[config.mk]
export PLATFORM = sky130hd
export DESIGN_NAME = ni_tx
export DESIGN_NICKNAME = d
export VERILOG_FILES = /design/src/rtl/ni_tx.sv
export SDC_FILE = /design/constraint.sdc
export NUM_CORES = 1
export LEC_CHECK = 0
export ABC_CLOCK_PERIOD_IN_PS = 3500
export CORE_MARGIN = 8
export CORE_UTILIZATION = 40
export DETAILED_ROUTE_END_ITERATION = 8
export DONT_BUFFER_PORTS = 1
export GPL_ROUTABILITY_DRIVEN = 0
export GPL_TIMING_DRIVEN = 0
export PLACE_DENSITY = 0.64
export SYNTH_ARGS = -nofsm -noshare
export SYNTH_HDL_FRONTEND = slang
export SYNTH_SLANG_ARGS = --single-unit
[constraint.sdc]
create_clock -name clk -period 3.5 [get_ports clk]
set_input_delay 0.35 -clock clk [delete_from_list [all_inputs] [get_ports clk]]
set_output_delay 0.35 -clock clk [all_outputs]
set_load 0.01 [all_outputs]
[src/rtl/ni_tx.sv]
// ni_tx: network-interface transmitter feeding one router input port.
//   Splits a host packet request (pkt_*) plus a payload word stream (pl_*)
//   into head/body/tail flits. A free downstream VC is picked once per packet
//   and held until the tail. One packet in flight, at most one flit per cycle.
// Ports:
//   clk, rst_              clock, async active-low reset
//   pkt_valid/pkt_ready    packet request handshake (pkt_dst, pkt_len)
//   pl_data/pl_valid/pl_ready  payload word stream for body flits
//   odata/ovalid/ovch      flit link into the router input controller
//   irdy/ilck/iack         per-VC ready, lock and read strobe from the router
//   busy                   packet in progress
// Option: define NI_TX_RR_EN for round-robin VC choice with a per-VC
//   outstanding-flit check (iack is only consumed in that build).
`ifndef DATAW
`define DATAW 31
`endif
`ifndef TYPE_MSB
`define TYPE_MSB 31
`define TYPE_LSB 30
`endif
`ifndef VCHF_MSB
`define VCHF_MSB 29
`define VCHF_LSB 29
`endif
`ifndef DST_MSB
`define DST_MSB 7
`define DST_LSB 0
`endif
`ifndef VCH
`define VCH 1
`endif
`ifndef VCHW
`define VCHW 0
`endif
`ifndef TYPE_DATA
`define TYPE_DATA     2'b00
`define TYPE_HEAD     2'b01
`define TYPE_TAIL     2'b10
`define TYPE_HEADTAIL 2'b11
`endif

module ni_tx #(
  parameter int MAXLEN = 15,
  parameter int NI_ID  = 0
) (
  input  logic                         clk,
  input  logic                         rst_,
  input  logic                         pkt_valid,
  output logic                         pkt_ready,
  input  logic [`DST_MSB-`DST_LSB:0]   pkt_dst,
  input  logic [3:0]                   pkt_len,
  input  logic [`DATAW:0]              pl_data,
  input  logic                         pl_valid,
  output logic                         pl_ready,
  output logic [`DATAW:0]              odata,
  output logic                         ovalid,
  output logic [`VCHW:0]               ovch,
  input  logic [`VCH:0]                irdy,
  input  logic [`VCH:0]                ilck,
  input  logic [`VCH:0]                iack,
  output logic                         busy
);
  localparam int NVC  = `VCH + 1;
  localparam int VW   = `VCHW + 1;
  localparam int DSTW = `DST_MSB - `DST_LSB + 1;
  localparam logic [3:0] MAXLEN_L = 4'(MAXLEN);

  typedef enum logic [1:0] {IDLE, ARB, HEAD, BODY} state_e;

  state_e          state_q;
  logic [VW-1:0]   vc_q;
  logic [3:0]      len_q;
  logic [3:0]      cnt_q;
  logic [DSTW-1:0] dst_q;
  logic            pkt_ready_q;

  logic [NVC-1:0]  cand;
  logic            found;
  logic [VW-1:0]   pick;
  logic            last;   // tail or headtail flit issues this cycle

`ifdef NI_TX_RR_EN
  logic [NVC-1:0][4:0] cred_q;
  logic [VW-1:0]       rr_q;
`endif

  logic unused_ok;
`ifdef NI_TX_RR_EN
  assign unused_ok = ^{32'(NI_ID)};
`else
  assign unused_ok = ^{iack, 32'(NI_ID)};
`endif

  // VC choice. Scanning from the far end means the preferred candidate
  // (lowest index, or nearest the rr pointer) is the last one written.
  always_comb begin
    cand  = irdy & ~ilck;
    found = 1'b0;
    pick  = '0;
`ifdef NI_TX_RR_EN
    for (int v = 0; v < NVC; v++)
      if (cred_q[v] != '0) cand[v] = 1'b0;
    for (int i = NVC - 1; i >= 0; i--)
      if (cand[(int'(rr_q) + i) % NVC]) begin
        found = 1'b1;
        pick  = VW'((int'(rr_q) + i) % NVC);
      end
`else
    for (int i = NVC - 1; i >= 0; i--)
      if (cand[i]) begin
        found = 1'b1;
        pick  = VW'(i);
      end
`endif
  end

  // Flit datapath: zero-latency from registered state plus irdy/pl_valid.
  always_comb begin
    ovalid   = 1'b0;
    pl_ready = 1'b0;
    odata    = '0;
    last     = 1'b0;
    ovch     = (state_q == HEAD || state_q == BODY) ? vc_q : '0;
    case (state_q)
      HEAD: if (irdy[vc_q]) begin
        ovalid = 1'b1;
        odata[`TYPE_MSB:`TYPE_LSB] = (len_q == 4'd0) ? `TYPE_HEADTAIL : `TYPE_HEAD;
        odata[`DST_MSB:`DST_LSB]   = dst_q;
        odata[`VCHF_MSB:`VCHF_LSB] = vc_q;
        last   = (len_q == 4'd0);
      end
      BODY: if (irdy[vc_q] && pl_valid) begin
        ovalid   = 1'b1;
        pl_ready = 1'b1;
        odata    = pl_data;
        odata[`TYPE_MSB:`TYPE_LSB] = (cnt_q == 4'd1) ? `TYPE_TAIL : `TYPE_DATA;
        odata[`VCHF_MSB:`VCHF_LSB] = vc_q;
        last     = (cnt_q == 4'd1);
      end
      default: ;
    endcase
  end

  assign pkt_ready = pkt_ready_q;
  assign busy      = (state_q != IDLE);

  // pkt_ready is registered so it reads 0 while reset is asserted; it rises
  // on the first clock in IDLE.
  always_ff @(posedge clk or negedge rst_) begin
    if (!rst_) begin
      state_q     <= IDLE;
      vc_q        <= '0;
      len_q       <= '0;
      cnt_q       <= '0;
      dst_q       <= '0;
      pkt_ready_q <= 1'b0;
`ifdef NI_TX_RR_EN
      rr_q        <= '0;
`endif
    end else begin
      case (state_q)
        IDLE: if (pkt_valid && pkt_ready_q) begin
          dst_q       <= pkt_dst;
          len_q       <= (pkt_len > MAXLEN_L) ? MAXLEN_L : pkt_len;
          pkt_ready_q <= 1'b0;
          state_q     <= ARB;
        end else begin
          pkt_ready_q <= 1'b1;
        end
        ARB: if (found) begin
          vc_q    <= pick;
          state_q <= HEAD;
        end
        HEAD: if (ovalid) begin
          if (last) begin
            state_q     <= IDLE;
            pkt_ready_q <= 1'b1;
          end else begin
            cnt_q   <= len_q;
            state_q <= BODY;
          end
        end
        BODY: if (ovalid) begin
          cnt_q <= cnt_q - 4'd1;
          if (last) begin
            state_q     <= IDLE;
            pkt_ready_q <= 1'b1;
          end
        end
        default: state_q <= IDLE;
      endcase
`ifdef NI_TX_RR_EN
      if (last) rr_q <= (int'(vc_q) == NVC - 1) ? '0 : vc_q + 1'b1;
`endif
    end
  end

`ifdef NI_TX_RR_EN
  // Outstanding flits per VC: +1 per issued flit, -1 per iack read strobe.
  always_ff @(posedge clk or negedge rst_) begin
    if (!rst_) begin
      cred_q <= '0;
    end else begin
      for (int v = 0; v < NVC; v++)
        cred_q[v] <= cred_q[v] + {4'b0, (ovalid && ovch == VW'(v))} - {4'b0, iack[v]};
    end
  end
`endif

endmodule

# Word level (Yosys, flattened, before mapping)

Index checks and enable logic that the tools add are counted.

Logic and storage cells: 74
Flip-flop bits (word level): 20
Bits in read-only memories: 0
Bits in latches: 0
Output and inout port bits: 37
Memories: 0
Memory bits (writable): 0
Input port bits: 54

Bitwise operators: 2
Reduce and logical (&&, ||, !) cells: 14
Multiplexer cells: 37
Add/subtract/negate cells: 1
Multiply operators: 0
Shift-type cells: 0
$lt $le $gt $ge: 2
Equal/unequal tests: 12
Div/mod/pow operators: 0

Operator list:

| operator                                             | number |
|---|---|
| two-way mux 32 bit                                   | 1 |
| two-way mux 21 bit                                   | 1 |
| two-way mux 2 bit                                    | 8 |
| two-way mux 4 bit                                    | 4 |
| one-hot mux 8 bit (2 select lines)                   | 1 |
| two-way mux 1 bit                                    | 14 |
| != test 2 bit (second input constant)                | 6 |
| two-way mux 8 bit                                    | 1 |
| one-hot mux 2 bit (4 select lines)                   | 1 |
| one-hot mux 4 bit (2 select lines)                   | 1 |
| one-hot mux 1 bit (2 select lines)                   | 3 |
| one-hot mux 3 bit (2 select lines)                   | 1 |
| nonzero test 2 bit                                   | 3 |
| AND reduction 5 bit                                  | 1 |
| equality test 2 bit (second input constant)          | 2 |
| equality test 4 x 1 -> 1 bit (second input constant) | 1 |
| > comparator 4 bit (second input constant)           | 1 |
| logical NOT 4 bit                                    | 1 |
| != test 2 x 1 -> 1 bit (second input constant)       | 2 |
| AND reduction 2 bit                                  | 2 |
| AND reduction 4 bit                                  | 1 |
| subtractor 4 x 1 -> 4 bit (second input constant)    | 1 |
| two-way mux 3 bit                                    | 1 |
| AND reduction 3 bit                                  | 1 |
| other kinds (8)                                      | 9 |

# Logic depth before layout (Yosys ltp)

Gate-level depths: netlist of run 1.

Depth after elaboration: 8
Depth in mapped cells: 7
Depth with buffers taken out: 5

# Least setup slack after synthesis of run 1

No wires, ideal clock.

Path type: register to output
Start: reg state_q[1]
End: out odata[0]
Required time: 3.150 ns
Slack: 1.797 ns
Buffers on the path: 3
Cell stages (with the launch flop): 7
Arrival: 1.353 ns
Cells stage by stage: dfrtp_1 -> buf_2 -> and2_0 -> buf_2 -> and3_4 -> buf_2 -> a22o_2

Longest elaborated chain between the ends: 2
Elaborated cells between the ends (all ways): 3

RTL lines:

| element                              | line | RTL |
|---|---|---|
| from (decl)                          | 70   | `state_e state_q;` |
| from (signal assigned)               | 151  | `state_q <= IDLE;` |
| from (signal assigned)               | 166  | `state_q <= ARB;` |
| from (signal assigned)               | 172  | `state_q <= HEAD;` |
| equality test 2 bit                  | 124  | `case (state_q)` |
| one-hot mux 8 bit (2 select lines) * | 124  |  |
| to (decl)                            | 55   | `` output logic [`DATAW:0] odata, `` |

Mark *: on every way between the ends. The rest lies on a longest branch, timed or not.

# Final worst setup path of run 1

Start: reg state_q[1]
End: out odata[18]

Longest elaborated chain between the ends: 2

RTL lines:

| element             | line |
|---|---|
| equality test 2 bit | 124 |
| two-way mux 21 bit  | 124 |

Every way passes these cells.

==> impl_metrics.toml, run 1 <==
[status]
status = "complete, no violations"

[cells_and_area]
area_delta_synth_final_pct = 9.29
final_cell_area_sq_um = 1380
antenna_cells = 0
footprint_of_the_multi_input_gates_sq_um = 691
commonest_non_fill_non_tap_cell_in_the_layout = "sky130_fd_sc_hd__and2_1"
layout.filler_cells = 294
sequential_cell_area_sq_um = 500
layout.nets = 188
layout.cells.most_common_list = "sky130_fd_sc_hd__and2_1, sky130_fd_sc_hd__dfrtp_1, sky130_fd_sc_hd__mux2_2"
drive_gt1_share_pct = 29.8

[cts]
clock-root-buffer = "sky130_fd_sc_hd__clkbuf_4"
clock_tree_from_tritoncts = "done"
cts.repair.resized = 0
cts_setup_buffers = 0
clk_latency_ns = 0.31
clockBufferDepth = 2
cts_sinks = 20
clk_transition_reported_paths_ns = 0.12
htreeDepth = 1
cts_made_buffers = 3

[setup_path]
timing.critical_path.to_type = "output pin"
cp_cell_sequence = "buf_2, and2_0, buf_2, and3_4, clkbuf_1, and2_1"
criticalPathCategory = "register to output pin"
cp-start-kind = "register"
crit_path_max_incr_delay_ns = 0.35
critical_path_required_ns = 3.15
cp_max_fo = 10
critPathSlowestCell = "sky130_fd_sc_hd__dfrtp_1"
worst-r2r-cell-count = 6
worstPathArrival_ns = 1.88
crit_path_frequent_cell = "sky130_fd_sc_hd__buf_2"

[power]
design_power_total_mw = 1.13
p_leak_nw = 0.603
ir_worst_vdd_mv = 0.307
pwr_density_cell_nw_per_um2 = 816

[drt]
via_count = 996
met3_wirelength_um = 429
drt-vias-per-instance = 5.69
top_layer_used = "met4"
wirelength_um = 3340
drt_first_pass_iters = 4
wl_met1_um = 1210
drc = 0
detail-route-antenna-nets = 0
post_drt_wl_per_cell_um = 19.1
met2WireLength_um = 1670
dr.first_iter.drc_count = 12

[floorplan]
placementRows = 20
design.portCount = 91
chipWidth_um = 72.3
coreArea_sq_um = 3030
area_of_the_die_sq_um = 5220
initial_core_util_pct = 41.8
dieHeight_um = 72.3

[synthesis]
netlist.area_leader.share_pct = 39.5
synth-seq-area-share_pct = 39.5
syn-num-nets = 182
synthesized_cell_area_sq_um = 1270
synth_top_cells_by_area = "sky130_fd_sc_hd__dfrtp_1, sky130_fd_sc_hd__and2_1, sky130_fd_sc_hd__mux2_2"
ys_seq_elements = 20
netlist.top_cell.by_area = "sky130_fd_sc_hd__dfrtp_1"
async_reset_ff_share_pct = 100
post_synth.cell_area_avg_sq_um = 10.0
ys_types = 38
syn_inst = 126
synth_enable_flop_cells = 0
yosys_warnings = 0
synth_ff_type = "sky130_fd_sc_hd__dfrtp_1"

[global_routing]
globalRouteTotalUtil_pct = 11.8
grt_overflow_total = 0
grt_first_pass_wirelength_um = 4970
initial_antenna_violation_count = 0
grt_pass1_vias = 1032
grt_max_degree = 21

[timing]
final.period_utilization_pct = 63.7
tns_ns = 0
timing.max_slew.rel_slack_pct = 40.1
fin_worst_skew_ns = 0.00196
timing_worst_slew_pin_value_ns = 0.896
grt_setup_unrepaired = "false"
slew_violations = 0
fmax_mhz = 449
finalSetupViolCount = 0
layout_min_cycle_time_ns = 2.23
hold_viol_final = 0

[min_path]
min_path_cells = 2
min_path_type = "input port to register"

[placed_design]
place.port_buffers = 0
hpwlAfterDp_um = 2740
detailed_place.area_sq_um = 1320

[job]
max_cap_viol_count = 0
-- cell usage after synthesis, drive strengths merged, types with 2 or more instances --
| library cell | instances |
|---|---|
| buf | 8 |
| nand2 | 5 |
| o21ai | 5 |
| a21oi | 5 |
| and2 | 24 |
| dfrtp | 20 |
| and3 | 4 |
| mux2 | 12 |
| o21a | 2 |
| ha | 2 |
| nor2 | 5 |
| nor2b | 3 |
| a2bb2oi | 2 |
| a22o | 9 |
| inv | 6 |
-- cell families after synthesis --
logic type	count (synthesis)	synth area share (%)
AOI/OAI and AO/OA	29	19.2
adders and majority gates	2	1.98
buffers and inverters	15	5.93
DFF	20	39.5
muxes	12	11.0
and+or+nand+nor	48	22.4
-- metrics by stage --
stage | utilization, % | worst slack [ns] | std cells | hold slack, ns
5_1_grt | 45.7 | 1.08 | 175 | 0.170
3_3_place_gp | 43.6 | 1.67 | 170 | 0.0552
6_report | 45.7 | 1.27 | 175 | 0.165
4_1_cts | 45.7 | 1.25 | 175 | 0.155
3_5_place_dp | 43.6 | 1.61 | 170 | 0.0551
2_1_floorplan | - | 1.80 | 126 | 0.0544
-- power by group --
part	total (mW)	internal, mW	leakage, nW	switching (mW)
registers	0.424	0.341	0.235	0.0835
logic	0.513	0.239	0.340	0.274
clock network	0.192	0.116	0.0279	0.0764
-- timing repair --
action,in CTS,in global routing
endpoints found under the setup margin,0,0
endpoints found under the hold margin,20,0
hold buffers,1,0
-- registers in the layout (all words and copies together) (netlist names) --
name	cells
state_q	2
vc_q	1
len_q	4
dst_q	8
cnt_q	4
pkt_ready	1
-- final cells by class --
| type | instances | area share, % |
|---|---|---|
| multi-input combinational | 91 | 49.9 |
| clock buffer | 3 | 1.63 |
| sequential | 20 | 36.2 |
| inverter | 6 | 1.63 |
| tap | 44 | 3.98 |
| timing repair buffer | 1 | 0.723 |
| clock inverter | 1 | 2.17 |
| buffer | 9 | 3.80 |
-- worst paths after layout --
| kind | from | to | slack (ns) |
|---|---|---|---|
| min reg2reg | dst_q[6]$_DFFE_PN0P_ | dst_q[6]$_DFFE_PN0P_ | 0.52 |
| max reg2reg | state_q[1]$_DFFE_PN0P_ | dst_q[5]$_DFFE_PN0P_ | 1.78 |
| max | state_q[1]$_DFFE_PN0P_ | odata[18] | 1.27 |
| min in group asynchronous | rst_ | state_q[0]$_DFFE_PN0P_ | 0.60 |
| min | pkt_len[0] | len_q[0]$_DFFE_PN0P_ | 0.17 |
| max in group asynchronous | rst_ | dst_q[4]$_DFFE_PN0P_ | 2.36 |
-- worst max-delay path: cells and delay by family (launching register included) --
family	cells	cell delay, ns
buffers and inverters	3	0.61
and+or+nand+nor	3	0.61
DFF	1	0.35
-- per-layer routing --
metal | global-route usage (%) | vias up
met5 | 0 | -
li1 | - | 451
met1 | 11.6 | 483
met4 | 4.76 | 0
met2 | 21.4 | 58
met3 | 4.82 | 4
No activity file was read; power rests on OpenSTA's default activity.
==> run 2, diff against run 1 <==
==> config.mk (replaced) <==
export PLATFORM = sky130hd
export DESIGN_NAME = ni_tx
export DESIGN_NICKNAME = d
export VERILOG_FILES = /design/src/rtl/ni_tx.sv
export SDC_FILE = /design/constraint.sdc
export NUM_CORES = 1
export LEC_CHECK = 0
export ABC_CLOCK_PERIOD_IN_PS = 1890
export CORE_MARGIN = 8
export CORE_UTILIZATION = 40
export DETAILED_ROUTE_END_ITERATION = 8
export DONT_BUFFER_PORTS = 1
export GPL_ROUTABILITY_DRIVEN = 0
export GPL_TIMING_DRIVEN = 0
export PLACE_DENSITY = 0.66
export SYNTH_ARGS = -nofsm -noshare
export SYNTH_HDL_FRONTEND = slang
export SYNTH_SLANG_ARGS = --single-unit
==> constraint.sdc (replaced) <==
create_clock -name clk -period 1.89 [get_ports clk]
set_input_delay 0.189 -clock clk [delete_from_list [all_inputs] [get_ports clk]]
set_output_delay 0.189 -clock clk [all_outputs]
set_load 0.01 [all_outputs]
==> run 2 against run 1 <==
Effect of this change: non-clock buffer count rose by 4; total power increased by 92%; core utilization increased by 1.7 points; critical endpoint is now odata[31]; largest cell class unchanged.
==> impl_metrics.toml, run 2 (synthesized netlist as in run 1, its figures left out) <==
[status]
status = "complete, no violations"

[timing]
final.setup.worst_slack_ns = 0.0144
final.period_utilization_pct = 99.2
timing_worst_slew_pin_value_ns = 0.927
grt_setup_unrepaired = "true"
finalSetupViolCount = 0
hold_viol_final = 0
layout_min_cycle_time_ns = 1.88
fmax_mhz = 533
fin_worst_skew_ns = 0.00479
slew_violations = 0
timing.max_slew.rel_slack_pct = 38.0

[cells_and_area]
layout.nets = 192
footprint_of_the_multi_input_gates_sq_um = 696
regMostFlops = "dst_q"
commonest_non_fill_non_tap_cell_in_the_layout = "sky130_fd_sc_hd__and2_1"
largest_reg_flops = 8
final_cell_area_sq_um = 1440
drive_gt1_share_pct = 35.6
area_delta_synth_final_pct = 13.3
antenna_cells = 0
sequential_cell_area_sq_um = 503
reg.largest.list = "dst_q (8), cnt_q (4), len_q (4)"
layout.cells.most_common_list = "sky130_fd_sc_hd__and2_1, sky130_fd_sc_hd__dfrtp_1, sky130_fd_sc_hd__mux2_2"
layout.filler_cells = 264

[power]
pwr_density_cell_nw_per_um2 = 1510
design_power_total_mw = 2.17
ir_worst_vdd_mv = 0.789
p_leak_nw = 0.630

[drt]
dr.first_iter.drc_count = 11
drt-vias-per-instance = 5.63
via_count = 1007
drc = 0
detail-route-antenna-nets = 0
wirelength_um = 3590
drt_first_pass_iters = 4
post_drt_wl_per_cell_um = 20.0

[setup_path]
critPathTopFamily = "flip-flops"
criticalPathCategory = "register to output pin"
worstPathArrival_ns = 1.69
worstPathBufferInverterCount = 2
cp_max_fo = 10
timing.critical_path.to_type = "output pin"
crit_path_max_incr_delay_ns = 0.42
cp_cell_sequence = "mux2_4, and3b_1, buf_6, a32oi_4, inv_2"
critPathSlowestCell = "sky130_fd_sc_hd__dfrtp_1"
critical_path_required_ns = 1.70
cp-start-kind = "register"

[placed_design]
hpwlAfterDp_um = 2900
place.port_buffers = 0
pre_cts_slack_ns = 0.169
detailed_place.area_sq_um = 1320

[cts]
htreeDepth = 1
clockBufferDepth = 2
cts_made_buffers = 3
clock_tree_from_tritoncts = "done"
clock-root-buffer = "sky130_fd_sc_hd__clkbuf_4"
clk_latency_ns = 0.30
clk_transition_reported_paths_ns = 0.12
cts_sinks = 20

[floorplan]
chipWidth_um = 72.3
area_of_the_die_sq_um = 5220
coreArea_sq_um = 3030
design.portCount = 91
placementRows = 20
dieHeight_um = 72.3
initial_core_util_pct = 41.8

[global_routing]
globalRouteTotalUtil_pct = 13.1
grt.met1_usage_pct = 13.7
grt_pass1_vias = 1100
grt_first_pass_wirelength_um = 5600
gr-usage-met3_pct = 5.79
grt_overflow_total = 0
grt_use_met2_pct = 24.3
initial_antenna_violation_count = 0
busiest_layer = "met2"
grt_max_degree = 21

[min_path]
min_path_type = "input port to register"

[job]
max_cap_viol_count = 0
==> run 2: cell count changes in the layout (fill, tap and decap cells not counted), sizes merged <==
cell and delta:
buf +4
==> run 2: layout make-up <==
type,instances,area share (%)
clock inverters,1,2.09
clock buffers,3,1.57
flip-flops and latches,20,35.0
multi-input cells,91,48.5
well taps,44,3.84
inverters,6,1.57
repair buffers,7,3.84
plain buffers,7,3.57
==> run 2: metrics by stage <==
step	cells	utilization (%)	TNS [ns]	hold WS (ns)
global route	179	47.4	-0.366	0.00152
global placement	170	43.6	0	-0.106
CTS	178	46.9	0	0.00685
floorplan	126	-	0	-0.107
finish	179	47.4	0	0.0136
detailed placement	170	43.6	0	-0.106
==> run 2: worst reg2reg max path, stage by stage, from the launching register on <==
cell and delay [ns]:
sky130_fd_sc_hd__dfrtp_2 0.42, sky130_fd_sc_hd__buf_4 0.16, sky130_fd_sc_hd__nor2_1 0.17, sky130_fd_sc_hd__and3_1 0.17, sky130_fd_sc_hd__buf_2 0.18, sky130_fd_sc_hd__buf_4 0.21, sky130_fd_sc_hd__mux2_2 0.35
==> run 2: timing repair <==
item / 4_1_cts / 5_1_grt
resized for setup: 5 / 4
setup endpoints to repair: 30 / 16
hold endpoints to repair: 20 / 0
hold buffers: 1 / 0
setup buffers: 5 / 1
pin swaps: 1 / 0
==> run 2: layer usage <==
layer	routed length, um	vias to the layer above
met1	1310	487
met5	0	-
met2	1800	63
li1	-	457
met4	0	0
met3	477	0
==> run 2: worst paths after layout <==
| path | start | end | slack [ns] | depth (start not counted) |
|---|---|---|---|---|
| worst max-delay path | vc_q$_DFFE_PN0P_ | odata[31] | 0.01 | 5 |
| worst min-delay path | pkt_len[0] | len_q[0]$_DFFE_PN0P_ | 0.01 | 2 |
| worst max register to register | state_q[0]$_DFFE_PN0P_ | dst_q[6]$_DFFE_PN0P_ | 0.13 | 6 |
| worst min register to register | dst_q[1]$_DFFE_PN0P_ | dst_q[1]$_DFFE_PN0P_ | 0.53 | 1 |
| max in group asynchronous | rst_ | state_q[1]$_DFFE_PN0P_ | 0.81 | 1 |
| min in group asynchronous | rst_ | cnt_q[1]$_DFFE_PN0P_ | 0.46 | 1 |
==> run 2: report_power, final <==
group,total (mW),switching [mW],internal [mW],leakage (nW)
sequential,0.797,0.164,0.633,0.233
combinational,1.02,0.522,0.499,0.369
clock,0.353,0.139,0.214,0.0279
